**src/rtl/gray_seq_encoder_if.sv**
```systemverilog
// Handshake/bus bundle for gray_seq_encoder.
// gray_par exists only when GRAY_PARITY_EN is defined.
interface gray_seq_encoder_if;
    logic [3:0] bin_in;
    logic       load;
    logic       cnt_en;
    logic       up_dn;
    logic       in_ready;
    logic [3:0] gray_out;
    logic       out_valid;
    logic       out_ready;
    logic       err;
    logic       wrap;
`ifdef GRAY_PARITY_EN
    logic       gray_par;
`endif

    modport master (
        output bin_in, load, cnt_en, up_dn, out_ready,
        input  in_ready, gray_out, out_valid, err, wrap
`ifdef GRAY_PARITY_EN
        , input gray_par
`endif
    );

    modport slave (
        input  bin_in, load, cnt_en, up_dn, out_ready,
        output in_ready, gray_out, out_valid, err, wrap
`ifdef GRAY_PARITY_EN
        , output gray_par
`endif
    );
endinterface

```
**src/rtl/gray_seq_encoder.sv**
```systemverilog
// Loadable up/down counter emitting registered Gray codes over valid/ready.
// Optional GRAY_PARITY_EN adds a registered parity of gray_out.
module gray_seq_encoder #(
    parameter int unsigned MAX_CODE = 8
) (
    input  logic            clk,
    input  logic            rst_n,
    gray_seq_encoder_if.slave bus
);
    localparam logic [3:0] MAX = 4'(MAX_CODE);

    typedef enum logic {IDLE, PEND} state_t;

    state_t     state_q, state_n;
    logic [3:0] cnt_q, cnt_n;
    logic [3:0] gray_q, gray_n;
    logic       err_q, err_n;
    logic       wrap_q, wrap_n;
    logic       in_ready;
    logic       issue;
`ifdef GRAY_PARITY_EN
    logic       par_q;
`endif

    assign in_ready = (state_q == IDLE) | bus.out_ready;

    always_ff @(posedge clk or negedge rst_n) begin
        if (!rst_n) begin
            state_q <= IDLE;
            cnt_q   <= '0;
            gray_q  <= '0;
            err_q   <= 1'b0;
            wrap_q  <= 1'b0;
`ifdef GRAY_PARITY_EN
            par_q   <= 1'b0;
`endif
        end else begin
            state_q <= state_n;
            cnt_q   <= cnt_n;
            gray_q  <= gray_n;
            err_q   <= err_n;
            wrap_q  <= wrap_n;
`ifdef GRAY_PARITY_EN
            par_q   <= ^gray_n;
`endif
        end
    end

    always_comb begin
        cnt_n  = cnt_q;
        err_n  = 1'b0;
        wrap_n = 1'b0;
        issue  = 1'b0;
        // load outranks counting; rejected loads issue nothing
        if (in_ready && bus.load) begin
            if (bus.bin_in <= MAX) begin
                cnt_n = bus.bin_in;
                issue = 1'b1;
            end else begin
                err_n = 1'b1;
            end
        end else if (in_ready && bus.cnt_en) begin
            issue = 1'b1;
            if (bus.up_dn) begin
                if (cnt_q == MAX) begin
                    cnt_n  = 4'd0;
                    wrap_n = 1'b1;
                end else begin
                    cnt_n = cnt_q + 4'd1;
                end
            end else begin
                if (cnt_q == 4'd0) begin
                    cnt_n  = MAX;
                    wrap_n = 1'b1;
                end else begin
                    cnt_n = cnt_q - 4'd1;
                end
            end
        end
        gray_n = issue ? (cnt_n ^ (cnt_n >> 1)) : gray_q;
    end

    always_comb begin
        state_n = state_q;
        unique case (state_q)
            IDLE: if (issue) state_n = PEND;
            PEND: begin
                if (issue)
                    state_n = PEND;
                else if (bus.out_ready)
                    state_n = IDLE;
            end
            default: state_n = IDLE;
        endcase
    end

    assign bus.in_ready  = in_ready;
    assign bus.gray_out  = gray_q;
    assign bus.out_valid = (state_q == PEND);
    assign bus.err       = err_q;
    assign bus.wrap      = wrap_q;
`ifdef GRAY_PARITY_EN
    assign bus.gray_par  = par_q;
`endif
endmodule
```
**src/flat_wrapper.sv**
```systemverilog
// flat-port wrapper written by rule: the top's interface ports become plain ports
module gray_seq_encoder_flat 
#(
    parameter int unsigned MAX_CODE = 8
)
  (clk, rst_n, bus_bin_in, bus_load, bus_cnt_en, bus_up_dn, bus_out_ready, bus_in_ready, bus_gray_out, bus_out_valid, bus_err, bus_wrap);
  gray_seq_encoder_if bus_i ();
  input  logic clk;
  input  logic rst_n;
  input wire logic [$bits(bus_i.bin_in)-1:0] bus_bin_in;
  input wire logic [$bits(bus_i.load)-1:0] bus_load;
  input wire logic [$bits(bus_i.cnt_en)-1:0] bus_cnt_en;
  input wire logic [$bits(bus_i.up_dn)-1:0] bus_up_dn;
  input wire logic [$bits(bus_i.out_ready)-1:0] bus_out_ready;
  output wire logic [$bits(bus_i.in_ready)-1:0] bus_in_ready;
  output wire logic [$bits(bus_i.gray_out)-1:0] bus_gray_out;
  output wire logic [$bits(bus_i.out_valid)-1:0] bus_out_valid;
  output wire logic [$bits(bus_i.err)-1:0] bus_err;
  output wire logic [$bits(bus_i.wrap)-1:0] bus_wrap;
  assign bus_i.bin_in = bus_bin_in;
  assign bus_i.load = bus_load;
  assign bus_i.cnt_en = bus_cnt_en;
  assign bus_i.up_dn = bus_up_dn;
  assign bus_i.out_ready = bus_out_ready;
  assign bus_in_ready = bus_i.in_ready;
  assign bus_gray_out = bus_i.gray_out;
  assign bus_out_valid = bus_i.out_valid;
  assign bus_err = bus_i.err;
  assign bus_wrap = bus_i.wrap;
  gray_seq_encoder #(.MAX_CODE(MAX_CODE)) u_core (.clk(clk), .rst_n(rst_n), .bus(bus_i));
endmodule
```
**config.mk**
```make
export PLATFORM = sky130hd
export DESIGN_NAME = gray_seq_encoder_flat
export DESIGN_NICKNAME = d
export VERILOG_FILES = /design/src/rtl/gray_seq_encoder_if.sv /design/src/rtl/gray_seq_encoder.sv /design/src/flat_wrapper.sv
export SDC_FILE = /design/constraint.sdc
export NUM_CORES = 1
export LEC_CHECK = 0
export BUFFER_PORTS_ARGS = -buffer_cell sky130_fd_sc_hd__clkbuf_2
export CAP_MARGIN = 5
export CORE_UTILIZATION = 28
export CTS_CLUSTER_DIAMETER = 80
export DETAILED_ROUTE_END_ITERATION = 16
export GPL_TIMING_DRIVEN = 0
export PLACE_DENSITY = 0.46
export SLEW_MARGIN = 0
export SYNTH_ARGS = -nofsm -noshare
export SYNTH_HDL_FRONTEND = slang
export SYNTH_SLANG_ARGS = --single-unit
```
**constraint.sdc**
```tcl
create_clock -name clk -period 4 [get_ports clk]
set_input_delay 0.2 -clock clk [delete_from_list [all_inputs] [get_ports clk]]
set_output_delay 0.2 -clock clk [all_outputs]
set_load 0.02 [all_outputs]
```
==> impl_metrics.csv, run 1 <==
group,metric,value,unit
global_routing,grt_overflow_total,0,
pwr,finalPower,483,uW
flow_run,max_cap_viol_count,0,
synth,synth_cell_type_count,40,
setup_path,cp_num_buf_inv,1,
place,routabilityCongestion,0.746,
timing,drv_slew,0,
floorplanning,dieArea,0.00301,mm2
place,placedCellCount,127,
place,place.port_buffers,15,
route,vias,674,
global_routing,grt_max_degree,12,
setup_path,critPathTopFamily,"compound AO/OA/AOI/OAI gates",
synth,synth_top_area_share,0.352,
clocking,insertion_delay,260,ps
synth,async_reset_ff_frac,1.00,
layout,antenna_cells,0,
synth,synth_nets,94,
synth,synth_top_area_cell,"dfrtp_1",
route,vias_per_cell,5.11,
synth,syn_area,782,um2
route,firstDrtPassIters,4,
clocking,cts-root-buf,"clkbuf_4",
synth,syn_avg_cell_area,9.54,um2
setup_path,cp.required,4150,ps
place,dp_hpwl,1.30,mm
floorplanning,core,0.00257,mm2
clocking,numClockSinks,11,
setup_path,critPathMaxStageDelay,460,ps
min_path,hp-start,"bus_bin_in[3]",
synth,yosysMostFrequentCell,"dfrtp_1",
synth,synthTopCellsByCount,"dfrtp_1 (11), nand2_1 (7), inv_1 (5), nor2_1 (5), nand3_1 (4)",
timing,max_freq,0.460,GHz
min_path,min_to,"u_core.bus.err",
pwr,leakage,0.440,nW
timing,setup_viol,0,
min_path,hold_depth,3,
setup_path,slowest_stage,"dfrtp_1",
layout,area_growth,19.0,%
clocking,post_cts_buffers,0,
pwr,ir_drop,0.000312,V
floorplanning,fp.dieH,54.8,um
layout,drive_gt1_frac,0.314,
timing,finalWorstPathRequiredPeriod,2170,ps
setup_path,cp-end-kind,"flip-flop",
setup_path,criticalPathCategory,"flip-flop to flip-flop",
clocking,cts_tree,"yes",
clocking,cts_buffers,3,
timing,fin_setup_tns,0,ps
timing,fin_hold_ws,267,ps
route,wl,1.74,mm
setup_path,reg2reg_from,"u_core.cnt_q[0]",
clocking,cts_buffer_depth,2,
floorplanning,num_io_pins,18,
setup_path,r2r-end,"u_core.bus.gray_out[2]",
synth,yosysSeqAreaShare,0.352,
floorplanning,rows,18,
clocking,htree_levels,1,
floorplanning,start_util,0.305,
setup_path,path_cells,"inv_1, ha_1, or3b_1, o31ai_1, a221o_1, a221o_1, o21ai_0, o22ai_1",
global_routing,grt_pass1_vias,563,
synth,yosysWarnings,0,
timing,fin_skew,0.397,ps
route,avgRoutedWirePerCell,13.2,um
pwr,p_per_area,518,mW/mm2
status,status,"complete, no violations",
route,ant_nets,0,
synth,synthCells,82,
min_path,worstHoldPathType,"primary input to flip-flop",
global_routing,antenna_found_initial,0,
setup_path,cp_max_fo,7,
setup_path,arrival,2320,ps
synth,ys_seq_elements,11,
clocking,clkTransAtPathRegs,70,ps
setup_path,crit_path_frequent_cell,"a221o_1",
timing,worst_pin_slew,310,ps
synth,synth_area_leaders,"dfrtp_1 (35%), a221o_1 (3.8%), nand2_1 (3.4%)",
setup_path,cp-start-kind,"flip-flop",
setup_path,r2r_slack,1830,ps
route,drtIter0Drc,19,
timing,hold_viol,0,
floorplanning,fp.dieW,54.8,um
timing,slew_headroom,0.793,
timing,rsz0062_at_grt,"no",
layout,layout.nets,115,
route,drc,0,
synth,ys.flop_type,"dfrtp_1",
timing,period_share,0.544,
setup_path,r2r_cells,8,
synth,synth_edf_count,0,
global_routing,grt_usage,0.128,
global_routing,grt_pass1_wl,2.70,mm
layout,stdcell_count,132,
-- worst min-delay path, stage by stage --
cell      delay, ps
clkbuf_2        130
o31ai_4         100
nor3_1           50
-- cells in the final DEF (no fill, tap or decap), types with 2 or more instances in the layout --
master | netlist | layout
a21oi_1 | 2 | 2
a221o_1 | 3 | 3
and2_1 | 3 | 3
buf_2 | 2 | 2
buf_6 | 2 | 2
clkbuf_2 | 0 | 15
clkbuf_4 | 0 | 3
dfrtp_1 | 11 | 11
ha_1 | 2 | 2
inv_1 | 5 | 5
mux2_2 | 2 | 2
nand2_1 | 7 | 7
nand3_1 | 4 | 4
nor2_1 | 5 | 5
nor3_1 | 2 | 2
o211ai_1 | 2 | 2
o21a_1 | 2 | 2
o21ai_0 | 2 | 2
o22ai_1 | 2 | 2
xnor2_1 | 2 | 2
-- worst max-delay path by stage --
stage | startpoint | end | slack (ps) | depth (start not counted)
2_1_floorplan | u_core.cnt_q[0] | u_core.bus.gray_out[3] | 2110 | 7
3_3_place_gp | u_core.cnt_q[0] | u_core.bus.gray_out[3] | 1870 | 7
3_5_place_dp | u_core.cnt_q[0] | u_core.bus.gray_out[2] | 1840 | 8
4_1_cts | u_core.cnt_q[0] | u_core.bus.gray_out[2] | 1820 | 8
5_1_grt | u_core.cnt_q[0] | u_core.bus.gray_out[2] | 1660 | 8
6_report | u_core.cnt_q[0] | u_core.bus.gray_out[2] | 1830 | 8
-- routing by layer --
layer / global-route usage / vias to the layer above / share of wire
met5: 0 / - / 0
met4: 0.0128 / 0 / 0.0011
met3: 0.0417 / 2 / 0.056
met2: 0.193 / 30 / 0.44
met1: 0.182 / 303 / 0.50
li1: - / 339 / -
-- final cells by class --
cell class	instances	area, um2
Multi-Input combinational cell	61	452
Fill cell	283	1640
Timing Repair Buffer	16	85.1
Buffer	4	32.5
Inverter	6	22.5
Tap cell	30	37.5
Clock buffer	4	26.3
Sequential cell	11	275
-- through the flow --
stage	worst slack [ps]	utilization	area [um2]
after floorplan	2110	-	782
after global placement	1870	0.348	895
after detailed placement	1840	0.348	895
after CTS	1820	0.363	931
after global routing	1660	0.363	931
final	1830	0.363	931
-- power by group --
part           leakage, nW  total (mW)  switching, mW  internal (mW)
clock               0.0150      0.0742         0.0356         0.0385
sequential           0.135       0.173         0.0285          0.145
combinational        0.289       0.235          0.132          0.103
total                0.440       0.483          0.196          0.286
-- logic make-up after synthesis --
kind of cell / share of synthesized area
AOI/OAI and AO/OA: 0.264
xor gates and xnor gates: 0.0336
adders and majority gates: 0.0320
buffers and inverters: 0.0704
DFF: 0.352
muxes: 0.0608
and+or+nand+nor: 0.187
-- state kept, by name (all words and copies together) (netlist names) --
signal	flops
u_core.bus.wrap	1
u_core.bus.out_valid	1
u_core.bus.gray_out	4
u_core.bus.err	1
u_core.cnt_q	4
-- what timing repair did --
action,4_1_cts,5_1_grt
endpoints found under the hold margin,11,0
resized for setup,0,0
hold buffers,1,0
(Power assumes the default switching activity.)
==> run 2: changes to the inputs <==
--- a/config.mk
+++ b/config.mk
@@ -11,7 +11,7 @@
 export CTS_CLUSTER_DIAMETER = 80
 export DETAILED_ROUTE_END_ITERATION = 16
 export GPL_TIMING_DRIVEN = 0
-export PLACE_DENSITY = 0.46
+export PLACE_DENSITY = 0.48
 export SLEW_MARGIN = 0
 export SYNTH_ARGS = -nofsm -noshare
 export SYNTH_HDL_FRONTEND = slang
==> constraint.sdc (replaced) <==
create_clock -name clk -period 1.8 [get_ports clk]
set_input_delay 0.09 -clock clk [delete_from_list [all_inputs] [get_ports clk]]
set_output_delay 0.09 -clock clk [all_outputs]
set_load 0.02 [all_outputs]
==> run 2 against run 1 <==
  * The flow now finishes with violations (negative setup slack)
  * Clock skew hardly changed
  * Final area rose by 13%
  * Critical path depth down 1
  * Sequential cell count is the same
  * Register-to-register slack worse by 1900 ps
  * First-iteration DRC count down 42%
  * Die area unchanged
  * Utilization up 4.8 points
  * Global-route usage grew 1.1 points
  * Via count up 3.0%
  * Non-clock buffer count up 6
  * Critical path type unchanged
  * Largest cell class unchanged
==> impl_metrics.csv, run 2 (synthesis gave the netlist of run 1 again) <==
group,metric,value,unit
status,status,"finished with violations",
status,violations,"negative setup slack",
setup_path,cp_max_fo,4,
setup_path,path_cells,"inv_4, ha_4, or3b_1, o31ai_1, a221o_1, a221o_1, mux2_4",
route,wl,1.96,mm
route,drtIter0Drc,11,
timing,max_freq,0.534,GHz
timing,finalWorstPathRequiredPeriod,1870,ps
route,dr_wl_met2,907,um
timing,fin_hold_ws,146,ps
floorplanning,num_io_pins,18,
clocking,cts_buffers,3,
route,ant_nets,0,
layout,drive_gt1_frac,0.454,
timing,drv_slew,0,
global_routing,grt_overflow_total,0,
route,top_layer_used,"met3",
setup_path,cp.required,1950,ps
timing,fin_ws,-74.4,ps
route,vias,694,
clocking,cts_tree,"yes",
pwr,p_per_area,1160,mW/mm2
route,vias_per_cell,5.03,
layout,layout.nets,121,
setup_path,cp-start-kind,"flip-flop",
min_path,worstHoldPathType,"primary input to flip-flop",
timing,slew_headroom,0.774,
clocking,insertion_delay,260,ps
global_routing,grt_pass1_wl,2.95,mm
setup_path,slowest_stage,"dfrtp_2",
global_routing,antenna_found_initial,0,
setup_path,critPathMaxStageDelay,460,ps
route,wl_met1,992,um
setup_path,arrival,2030,ps
route,firstDrtPassIters,4,
floorplanning,start_util,0.305,
floorplanning,core,0.00257,mm2
route,avgRoutedWirePerCell,14.2,um
flow_run,max_cap_viol_count,0,
timing,fin_skew,0.850,ps
global_routing,grt_max_degree,12,
floorplanning,rows,18,
layout,area_growth,34.9,%
clocking,clkTransAtPathRegs,70,ps
place,place.port_buffers,15,
timing,worst_pin_slew,339,ps
setup_path,cp-end-kind,"flip-flop",
layout,most-common-layout-cells,"clkbuf_2 (15), dfrtp_1 (9), nand2_1 (7)",
layout,antenna_cells,0,
timing,fin_setup_tns,-225,ps
timing,period_share,1.04,
floorplanning,dieArea,0.00301,mm2
global_routing,grt_usage,0.139,
clocking,cts-root-buf,"clkbuf_4",
timing,setup_viol,4,
timing,hold_viol,0,
layout,final_common_cell,"clkbuf_2",
global_routing,grt_pass1_vias,627,
pwr,leakage,0.482,nW
pwr,ir_drop,0.000626,V
route,dr_wl_met3,60,um
route,drc,0,
timing,rsz0062_at_grt,"yes",
place,routabilityCongestion,0.741,
clocking,numClockSinks,11,
floorplanning,fp.dieH,54.8,um
clocking,htree_levels,1,
clocking,cts_buffer_depth,2,
setup_path,crit_path_frequent_cell,"a221o_1",
place,dp_hpwl,1.37,mm
setup_path,criticalPathCategory,"flip-flop to flip-flop",
floorplanning,fp.dieW,54.8,um
==> run 2: critical path: cells and delay by family, from the launching register on <==
| family | cells | cell delay, ps |
|---|---|---|
| compound gates | 3 | 720 |
| flops | 1 | 460 |
| mux | 1 | 270 |
| fa+ha+maj | 1 | 140 |
| simple gates | 1 | 100 |
| buf+inv | 1 | 80 |
==> run 2: per-layer routing <==
metal | global-route usage | up-vias
li1 | - | 351
met3 | 0.0250 | 0
met4 | 0.0299 | 0
met2 | 0.229 | 18
met1 | 0.187 | 325
met5 | 0 | -
==> run 2: cell type report <==
type | count | area (um2)
Inverter | 6 | 27.5
Multi-Input combinational cell | 61 | 510
Fill cell | 269 | 1510
Buffer | 4 | 32.5
Sequential cell | 11 | 278
Tap cell | 30 | 37.5
Timing Repair Buffer | 22 | 143
Clock buffer | 4 | 26.3
==> run 2: worst paths after layout <==
path                                         from                      to  slack, ps  cells past startpoint
setup / recovery                  u_core.cnt_q[0]  u_core.bus.gray_out[3]        -70                      7
hold / removal                      bus_bin_in[3]          u_core.bus.err        150                      3
setup reg to reg                  u_core.cnt_q[0]  u_core.bus.gray_out[3]        -70                      7
hold reg to reg            u_core.bus.gray_out[0]  u_core.bus.gray_out[0]        510                      1
max in group asynchronous                   rst_n         u_core.cnt_q[0]       1340                      2
min in group asynchronous                   rst_n         u_core.cnt_q[3]        230                      2
==> run 2: metrics by stage <==
stage | total power, mW | util | instance area (um2) | worst slack [ps] | cells
2_1_floorplan | 0.778 | - | 797 | -22.2 | 82
3_3_place_gp | 0.923 | 0.354 | 910 | -213 | 127
3_5_place_dp | 0.931 | 0.354 | 910 | -232 | 127
4_1_cts | 1.22 | 0.408 | 1050 | -104 | 138
5_1_grt | 1.31 | 0.411 | 1050 | -149 | 138
6_report | 1.22 | 0.411 | 1050 | -74.4 | 138
==> run 2: repair_timing <==
action	CTS	global route
pin swaps	5	1
hold buffers	1	0
hold endpoints to repair	11	0
gates resized for setup	14	1
gates cloned	0	0
setup endpoints to repair	5	5
setup buffers	6	0
==> run 2: power breakdown <==
part	switching [mW]	internal, mW	total (mW)
combinational	0.345	0.319	0.664
clock	0.0832	0.0856	0.169
sequential	0.0655	0.324	0.390
